$ cat config.mk
export PLATFORM = sky130hd
export DESIGN_NAME = pagerank_sync_ctrl_flat
export DESIGN_NICKNAME = d
export VERILOG_FILES = /design/src/rtl/pagerank_sync_ctrl_if.sv /design/src/rtl/pagerank_sync_ctrl.sv /design/src/flat_wrapper.sv
export SDC_FILE = /design/constraint.sdc
export NUM_CORES = 1
export LEC_CHECK = 0
export ABC_CLOCK_PERIOD_IN_PS = 11100
export CAP_MARGIN = 0
export CORE_UTILIZATION = 40
export DETAILED_ROUTE_END_ITERATION = 7
export DONT_BUFFER_PORTS = 1
export SYNTH_ARGS = -nofsm -noshare
export SYNTH_HDL_FRONTEND = slang
export SYNTH_SLANG_ARGS = --single-unit
$ cat constraint.sdc
create_clock -name clk -period 11.1 [get_ports clk]
set_input_delay 2.22 -clock clk [delete_from_list [all_inputs] [get_ports clk]]
set_output_delay 2.22 -clock clk [all_outputs]
set_load 0.02 [all_outputs]
$ cat src/rtl/pagerank_sync_ctrl_if.sv
// Purpose: bundles the host, ant-barrier and sorter signals of the PageRank iteration controller.
// Latency: none (wires only).
// Backpressure: none. Ants hold syc_out high until they receive syc_in.
// Ports: master = environment (host, ants, sorter); slave = pagerank_sync_ctrl.
interface pagerank_sync_ctrl_if #(
   parameter int P     = 4,
   parameter int WIDTH = 16,
   parameter int IW    = 9
);
   // host -> controller
   logic               start;
   logic [P-1:0]       ant_mask;
   logic               conv_en;
   logic [WIDTH-1:0]   eps;
   // ants -> controller
   logic [P-1:0]       syc_out;
   logic [P*WIDTH-1:0] delta;
   // sorter -> controller
   logic               sort_done;
   // controller -> environment
   logic               syc_in;
   logic               sort_start;
   logic [IW-1:0]      iter_count;
   logic [WIDTH-1:0]   max_delta;
   logic               busy;
   logic               done;
   logic               converged;

   modport master (
      output start, ant_mask, conv_en, eps, syc_out, delta, sort_done,
      input  syc_in, sort_start, iter_count, max_delta, busy, done, converged
   );

   modport slave (
      input  start, ant_mask, conv_en, eps, syc_out, delta, sort_done,
      output syc_in, sort_start, iter_count, max_delta, busy, done, converged
   );
endinterface

$ cat src/rtl/pagerank_sync_ctrl.sv
// Purpose: barrier-synchronises P ant partitions per PageRank iteration, then stops on an
//          iteration limit or on convergence and launches the top-10 sorter.
// Latency: barrier edge -> syc_in or sort_start in the next cycle. All outputs are registered.
// Backpressure: ants hold syc_out until syc_in. start is ignored while busy.
//               sort_done is ignored except in SORT after the sort_start cycle.
// Ports: clk, reset (async, active-low) and bus (pagerank_sync_ctrl_if.slave).
module pagerank_sync_ctrl #(
   parameter int P        = 4,
   parameter int WIDTH    = 16,
   parameter int MAX_ITER = 400,
   parameter int MIN_ITER = 2,
   parameter int IW       = 9
) (
   input  logic                 clk,
   input  logic                 reset,
   pagerank_sync_ctrl_if.slave  bus
);

   typedef enum logic [2:0] {
      S_IDLE   = 3'd0,
      S_LAUNCH = 3'd1,
      S_RUN    = 3'd2,
      S_SORT   = 3'd3,
      S_DONE   = 3'd4
   } state_t;

   state_t           state;
   logic [P-1:0]     mask_q;
   logic             conv_en_q;
   logic [WIDTH-1:0] eps_q;

   logic             syc_in_q;
   logic             sort_start_q;
   logic [IW-1:0]    iter_q;
   logic [WIDTH-1:0] max_q;
   logic             busy_q;
   logic             done_q;
   logic             conv_q;

   logic [WIDTH-1:0] iter_max;
   logic [IW-1:0]    next_count;
   logic             barrier;
   logic             hit_limit;
   logic             hit_conv;

   // Largest delta among participating ants. Unmasked slices are ignored.
   always_comb begin
      iter_max = '0;
      for (int i = 0; i < P; i++) begin
         if (mask_q[i] && (bus.delta[i*WIDTH +: WIDTH] > iter_max)) begin
            iter_max = bus.delta[i*WIDTH +: WIDTH];
         end
      end
   end

   // In the release cycle, syc_out is still high from the iteration just counted.
   // That cycle must not be taken as a new barrier.
   assign barrier    = ((bus.syc_out & mask_q) == mask_q) && !syc_in_q;
   assign next_count = iter_q + 1'b1;
   assign hit_limit  = (next_count == IW'(MAX_ITER));
   assign hit_conv   = conv_en_q && (next_count >= IW'(MIN_ITER)) && (iter_max <= eps_q);

   always_ff @(posedge clk or negedge reset) begin
      if (!reset) begin
         state        <= S_IDLE;
         mask_q       <= '0;
         conv_en_q    <= 1'b0;
         eps_q        <= '0;
         syc_in_q     <= 1'b0;
         sort_start_q <= 1'b0;
         iter_q       <= '0;
         max_q        <= '0;
         busy_q       <= 1'b0;
         done_q       <= 1'b0;
         conv_q       <= 1'b0;
      end else begin
         // The release and sorter launch outputs are single-cycle pulses.
         syc_in_q     <= 1'b0;
         sort_start_q <= 1'b0;
         case (state)
            S_IDLE, S_DONE: begin
               if (bus.start && (bus.ant_mask != '0)) begin
                  state     <= S_LAUNCH;
                  mask_q    <= bus.ant_mask;
                  conv_en_q <= bus.conv_en;
                  eps_q     <= bus.eps;
                  iter_q    <= '0;
                  max_q     <= '0;
                  conv_q    <= 1'b0;
                  done_q    <= 1'b0;
                  busy_q    <= 1'b1;
                  syc_in_q  <= 1'b1;   // high for the LAUNCH cycle
               end
            end
            S_LAUNCH: begin
               state <= S_RUN;
            end
            S_RUN: begin
               if (barrier) begin
                  iter_q <= next_count;
                  max_q  <= iter_max;
                  if (hit_limit || hit_conv) begin
                     state        <= S_SORT;
                     sort_start_q <= 1'b1;
                     // If both causes apply, convergence is reported.
                     conv_q       <= hit_conv;
                  end else begin
                     syc_in_q <= 1'b1;
                  end
               end
            end
            S_SORT: begin
               // sort_done is not accepted in the sort_start cycle itself.
               if (bus.sort_done && !sort_start_q) begin
                  state  <= S_DONE;
                  busy_q <= 1'b0;
                  done_q <= 1'b1;
               end
            end
            default: begin
               state <= S_IDLE;
            end
         endcase
      end
   end

   assign bus.syc_in     = syc_in_q;
   assign bus.sort_start = sort_start_q;
   assign bus.iter_count = iter_q;
   assign bus.max_delta  = max_q;
   assign bus.busy       = busy_q;
   assign bus.done       = done_q;
   assign bus.converged  = conv_q;

endmodule

$ cat src/flat_wrapper.sv
// flat-port wrapper written by rule: the top's interface ports become plain ports
module pagerank_sync_ctrl_flat 
#(
   parameter int P        = 4,
   parameter int WIDTH    = 16,
   parameter int MAX_ITER = 400,
   parameter int MIN_ITER = 2,
   parameter int IW       = 9
)
  (clk, reset, bus_start, bus_ant_mask, bus_conv_en, bus_eps, bus_syc_out, bus_delta, bus_sort_done, bus_syc_in, bus_sort_start, bus_iter_count, bus_max_delta, bus_busy, bus_done, bus_converged);
  pagerank_sync_ctrl_if #(.P(P), .WIDTH(WIDTH), .IW(IW)) bus_i ();
  input  logic clk;
  input  logic reset;
  input wire logic [$bits(bus_i.start)-1:0] bus_start;
  input wire logic [$bits(bus_i.ant_mask)-1:0] bus_ant_mask;
  input wire logic [$bits(bus_i.conv_en)-1:0] bus_conv_en;
  input wire logic [$bits(bus_i.eps)-1:0] bus_eps;
  input wire logic [$bits(bus_i.syc_out)-1:0] bus_syc_out;
  input wire logic [$bits(bus_i.delta)-1:0] bus_delta;
  input wire logic [$bits(bus_i.sort_done)-1:0] bus_sort_done;
  output wire logic [$bits(bus_i.syc_in)-1:0] bus_syc_in;
  output wire logic [$bits(bus_i.sort_start)-1:0] bus_sort_start;
  output wire logic [$bits(bus_i.iter_count)-1:0] bus_iter_count;
  output wire logic [$bits(bus_i.max_delta)-1:0] bus_max_delta;
  output wire logic [$bits(bus_i.busy)-1:0] bus_busy;
  output wire logic [$bits(bus_i.done)-1:0] bus_done;
  output wire logic [$bits(bus_i.converged)-1:0] bus_converged;
  assign bus_i.start = bus_start;
  assign bus_i.ant_mask = bus_ant_mask;
  assign bus_i.conv_en = bus_conv_en;
  assign bus_i.eps = bus_eps;
  assign bus_i.syc_out = bus_syc_out;
  assign bus_i.delta = bus_delta;
  assign bus_i.sort_done = bus_sort_done;
  assign bus_syc_in = bus_i.syc_in;
  assign bus_sort_start = bus_i.sort_start;
  assign bus_iter_count = bus_i.iter_count;
  assign bus_max_delta = bus_i.max_delta;
  assign bus_busy = bus_i.busy;
  assign bus_done = bus_i.done;
  assign bus_converged = bus_i.converged;
  pagerank_sync_ctrl #(.P(P), .WIDTH(WIDTH), .MAX_ITER(MAX_ITER), .MIN_ITER(MIN_ITER), .IW(IW)) u_core (.clk(clk), .reset(reset), .bus(bus_i));
endmodule
==> results.yml, run 1 <==
run_status:
  status: "finished with violations"
  violations: "design-rule violations"
logic_synthesis:
  synth.area.top_cells: "dfrtp_1 (28%), ha_1 (17%), nand2_1 (5.8%)"
  yosys.area.top_type_share_pct: 27.8
  yosysTopAreaCell: "dfrtp_1"
  synth_edf_count: 0
  yosysUniqueCellTypes: 53
  yosys_most_used_dff: "dfrtp_1"
  yosys_warnings: 0
  synth-seq-cells: 54
  synth.avg_cell_area_um2: 8.69
  synth.cell_area_um2: 4870
  yosysSeqAreaShare_pct: 27.8
  syn_nets: 719
  synth_most_common_cell: "nand2_1"
  async_flop_share_pct: 100
  synth_commonest_cells: "nand2_1 (75), ha_1 (66), dfrtp_1 (54)"
  netlist_instances: 560
sta:
  fin_crit_sh_pct: 94.3
  fmax_ghz: 0.0955
  rsz0062_at_grt: "false"
  setup_tns_ps: 0
  finalSetupViolations: 0
  fin_skew_ps: 6.32
  min_period_ps: 10470
  layout_setup_ws_ps: 628
  whs_ps: 502
  slew_headroom_pct: 43.2
  final-hold-violation-count: 0
  drv_slew: 0
  worstMarginPinSlew_ps: 853
setup_path:
  worst-path-buf-inv: 2
  crit_path_end_kind: "register"
  cp.depth: 34
  path_common_cell: "a21o_1"
  crit_path_max_fanout: 35
  crit_slowest_cell: "a41oi_1"
  crit_type: "primary input to register"
  crit_required_ps: 11290
  crit_arrival_ps: 10660
  startpoint_type: "primary input"
  critPathMaxStageDelay_ps: 620
  cp_top_family: "compound AO/OA/AOI/OAI gates"
  reg2regPathDepth: 34
cts:
  cts_tree: "built"
  cts-hold-fix-buffers: 0
  worstSkewPairLatency_ps: 290
  cts_resized: 0
  cts_setup_buffers: 0
  numCtsBuffers: 5
  clkTransAtPathRegs_ps: 70
  htree_num_levels: 2
  cts_sinks: 54
  root_buffer: "clkbuf_16"
  clockBufferDepth: 2
placement:
  gp_congestion: 0.849
  port_buffers: 0
  place_hpwl_um: 10900
  detailedPlace.worstSlack_ps: 235
drt:
  drt_iter0_drc: 329
  postRouteAntennaNets: 0
  drt-vias-per-instance: 5.99
  vias: 4151
  drt-total-wl_um: 13300
  drtPass1Iterations: 7
  wl_per_cell_um: 19.3
  drc: 9
power:
  power_density_nw_per_um2: 290
  power_mw: 1.51
  p_leak_nw: 2.32
  peakVddDrop_mv: 0.0802
layout:
  multi_input_area_um2: 3260
  layout-drive-gt1-share_pct: 11.8
  fin_util_pct: 44.5
  nNetsFinal: 708
  seqCellArea_um2: 1350
  fillers: 1149
  syn_to_final_growth_pct: 6.66
  diodes: 0
global_routing:
  grt_pass1_wl_um: 21300
  grt_overflow: 0
  grt_pass1_vias: 4126
  grt_antenna_before_repair: 0
  grt_max_degree: 55
  grt_use_total_pct: 21.4
floorplan:
  start_util_pct: 41.7
  die_h_um: 112
  rows: 39
  die_area_um2: 12600
  ios: 123
  dieWidth_um: 112
  core-area_um2: 11700
hold_path:
  hold_path_class: "register to register"
  hold_depth: 1
job:
  drv_cap: 0
power by group:
group / internal (mW) / leakage (nW) / switching, mW
sequential: 0.269 / 0.695 / 0.0954
clock: 0.106 / 0.0836 / 0.0726
combinational: 0.422 / 1.54 / 0.542
flip-flops by register name, summed over array words and instances (netlist names), 3 cells and up:
register and cells:
u_core.bus.iter_count 9, u_core.eps_q 16, u_core.bus.max_delta 16, u_core.state 3
u_core.mask_q 4
placed cells by master, fill, tap and decap left out, types with 6 or more instances in the layout:
master     n
nand2_1   75
ha_1      66
dfrtp_1   54
o21ai_0   52
inv_1     43
a21oi_1   30
o21bai_1  30
a32oi_1   16
nor2_1    13
a21o_1    13
nand3_1   12
nor3_1    10
mux2_4    10
and2_4    10
o31ai_2    9
nand4_1    9
mux2_2     8
buf_4      8
nor2b_1    6
o31ai_1    6
and2_1     6
layout make-up:
cell class                 instances  share of cell area (%)
inverter                          43                    3.11
tap                              143                    3.45
multi-input combinational        436                    62.7
clock inverter                     3                   0.771
sequential                        54                    26.0
timing repair buffer               9                    1.54
clock buffer                       5                    2.41
final timing paths:
kind | end | start | slack, ps
setup / recovery | u_core.bus.syc_in$_DFF_PN0_ | bus_delta[1] | 630
hold / removal | u_core.state[1]$_DFFE_PN0P_ | u_core.state[2]$_DFFE_PN0P_ | 500
setup reg to reg | u_core.bus.syc_in$_DFF_PN0_ | u_core.mask_q[0]$_DFFE_PN0P_ | 1900
hold reg to reg | u_core.state[1]$_DFFE_PN0P_ | u_core.state[2]$_DFFE_PN0P_ | 500
max in group asynchronous | u_core.state[1]$_DFFE_PN0P_ | reset | 9390
min in group asynchronous | u_core.bus.iter_count[0]$_DFFE_PN0P_ | reset | 1610
logic make-up (layout without fill, tap and decap cells):
kind of cell	Yosys count	after routing	share of synthesized area, %
multiplexers	19	19	5.14
XOR/XNOR	4	4	0.720
buffers and inverters	70	60	5.94
AO/OA/AOI/OAI	185	185	26.9
flip-flops	54	54	27.8
adder cells (fa/ha/maj)	66	66	17.0
AND/OR/NAND/NOR	162	162	16.6
per-layer routing:
layer / wire length, µm / GRT usage [%] / share of wire, %
met2: 6380 / 36.5 / 48
met3: 1050 / 5.72 / 7.8
met1: 5780 / 27.0 / 43
met4: 139 / 5.07 / 1.0
met5: 0 / 0 / 0
metrics by stage:
stage	instances	cell area (µm²)
2_1_floorplan	560	4870
3_3_place_gp	681	4980
3_5_place_dp	681	4980
4_1_cts	689	5150
5_1_grt	693	5190
6_report	693	5190
Note: power is estimated with default switching activity, not from simulation.
==> run 2, diff against run 1 <==
- CAP_MARGIN: 0 -> 20
==> results of run 2 <==
The final DEF is identical to that of run 1; final timing and power are the same.
==> run 3, diff against run 2 <==
- CAP_MARGIN: 20 -> default
==> results of run 3 <==
The final DEF is identical to that of run 1; final timing and power are the same.
==> variant: new RTL, flow settings as in run 3 <==
`P` is set to 4 in 3 places; all go to 8.
--- a/src/rtl/pagerank_sync_ctrl_if.sv
+++ b/src/rtl/pagerank_sync_ctrl_if.sv
@@ -4,5 +4,5 @@
 // Ports: master = environment (host, ants, sorter); slave = pagerank_sync_ctrl.
 interface pagerank_sync_ctrl_if #(
-   parameter int P     = 4,
+   parameter int P     = 8,
    parameter int WIDTH = 16,
    parameter int IW    = 9
--- a/src/rtl/pagerank_sync_ctrl.sv
+++ b/src/rtl/pagerank_sync_ctrl.sv
@@ -6,5 +6,5 @@
 // Ports: clk, reset (async, active-low) and bus (pagerank_sync_ctrl_if.slave).
 module pagerank_sync_ctrl #(
-   parameter int P        = 4,
+   parameter int P        = 8,
    parameter int WIDTH    = 16,
    parameter int MAX_ITER = 400,
--- a/src/flat_wrapper.sv
+++ b/src/flat_wrapper.sv
@@ -2,5 +2,5 @@
 module pagerank_sync_ctrl_flat 
 #(
-   parameter int P        = 4,
+   parameter int P        = 8,
    parameter int WIDTH    = 16,
    parameter int MAX_ITER = 400,
Ports: changed (resized bus_ant_mask, bus_delta and bus_syc_out); port bits go from 123 to 195. The function was not compared with the original's and may differ.
==> variant against run 3 <==
The flow finishes with violations (setup timing). Sequential cell count up 4. Die area is 54% higher. Routed wire length increased by 88%. First-iteration DRC count rose by 47%. Design area is 100% higher. Area after synthesis grew 55%. Sequential share of layout area is 12 points lower. Setup slack worse by 8.0 ns. Highest routed layer unchanged.
Power is left out: the tool's default activity adds up to more than one toggle a clock period on the data nets, which glitch-free logic cannot reach.
==> variant: results (changes against run 3) <==
[placed_design]
place_congestion=0.931  ; was 0.849
dpl-instance-area_um2=9320  ; was 4980 um^2
dpl.hpwl_um=20100  ; was 10900 um
dp_slack_ns=-7.78  ; was 0.235 ns
dp.cells=1279  ; was 681

[route]
drt-met1-wl_um=10600  ; was 5780 um
remaining_drc_errors=0  ; was 9
wl_per_cell_um=18.5  ; was 19.3 um
viasPerCell=5.58  ; was 5.99
wl_met3_um=2300  ; was 1050 um
dr.first_iter.drc_count=484  ; was 329
firstDrtPassIters=6  ; was 7
dr_wl_met2_um=11800  ; was 6380 um

[finish]
n_all_buffers=242  ; was 9
inverters=97  ; was 43
clkbuf_count=10  ; was 5
fillers=1590  ; was 1149
finalNonFillerCells=1354  ; was 693
drive_gt1_share_pct=39.6  ; was 11.8%
seqAreaFraction_pct=13.7  ; was 26.0%
multi_input_gates=712  ; was 436
multi_input_area_share_pct=59.3  ; was 62.7%
finalNetCount=1407  ; was 708
clock_area_share_pct=2.57  ; was 3.18%

[setup_path]
cp_max_fo=9  ; was 35
r2r_end=u_core.state[0]  ; was u_core.bus.syc_in
reg2reg_depth=116  ; was 34
worstPathArrival_ns=18.69  ; was 10.66 ns
timing.critical_path.slowest_cell_delay_ns=0.42  ; was 0.62 ns
ff2ff_setup_slack_ns=-5.68  ; was 1.90 ns

[yosys]
ys_top_cells_by_area=ha_1, dfrtp_1, mux2_2  ; was dfrtp_1, ha_1, nand2_1
seq_area_frac_synth_pct=19.2  ; was 27.8%
synthTopCellsByCount=ha_1, inv_1, a21oi_1, o21ai_0  ; was nand2_1, ha_1, dfrtp_1, o21ai_0, inv_1
synthMuxAreaShare_pct=12.5  ; was 5.14%
postSynthAreaPerCell_um2=8.40  ; was 8.69 um^2
synth_fa_ha_area_share_pct=20.5  ; was 17.0%
synthXorXnorAreaFrac_pct=0.929  ; was 0.720%

[timing]
setup_tns_ns=-123.70  ; was 0 ns
whs_ns=0.501  ; was 0.502 ns
worst_pin_slew_ns=0.942  ; was 0.853 ns
setup_viol=20  ; was 0
setup_ws_ns=-7.33  ; was 0.628 ns
fin_worst_skew_ns=0.00751  ; was 0.00632 ns

[status]
status=finished, violations left  ; unchanged
violations=setup timing  ; was DRC

[grt]
use_met1_pct=32.3  ; was 27.0%
grt_pass1_wl_um=40000  ; was 21300 um
grt_use_total_pct=26.0  ; was 21.4%
grt_pass1_vias=7692  ; was 4126

[worst_hold_path]
hold_path_end=u_core.eps_q[12]  ; was u_core.state[1]
hp-start=u_core.eps_q[12]  ; was u_core.state[2]

[clocking]
clk_latency_ns=0.33  ; was 0.29 ns
ctsResizeCount=84  ; was 0
h-tree-depth=3  ; was 2
numCtsBuffers=9  ; was 5
cts_setup_buffers=41  ; was 0

[floorplanning]
core_area_um2=18200  ; was 11700 um^2

-- variant: cell count changes in the layout (fill, tap and decap cells not counted), sizes merged, moves of 17 or more --
cell    before  now
nand2       75   58
a21o        13   36
mux2i        1   35
o21bai      30    1
inv         43   97
nor2        14   55
nand2b       1   23
o21ai       52   78
buf          9  242
ha          66  122
a21oi       31   72
mux2        18   41
-- variant: how the worst max path moves through the flow --
| stage | endpoint | depth (start not counted) | startpoint | slack [ns] |
|---|---|---|---|---|
| finish | u_core.state[0] | 116 | bus_delta[0] | -7.33 |
| global route | u_core.bus.converged | 119 | bus_delta[0] | -8.43 |
| CTS | u_core.bus.converged | 115 | bus_delta[7] | -6.97 |
| detailed placement | u_core.bus.converged | 112 | bus_delta[0] | -7.78 |
| global placement | u_core.bus.converged | 114 | bus_delta[0] | -7.48 |
| floorplan | u_core.bus.converged | 121 | bus_delta[10] | -7.11 |
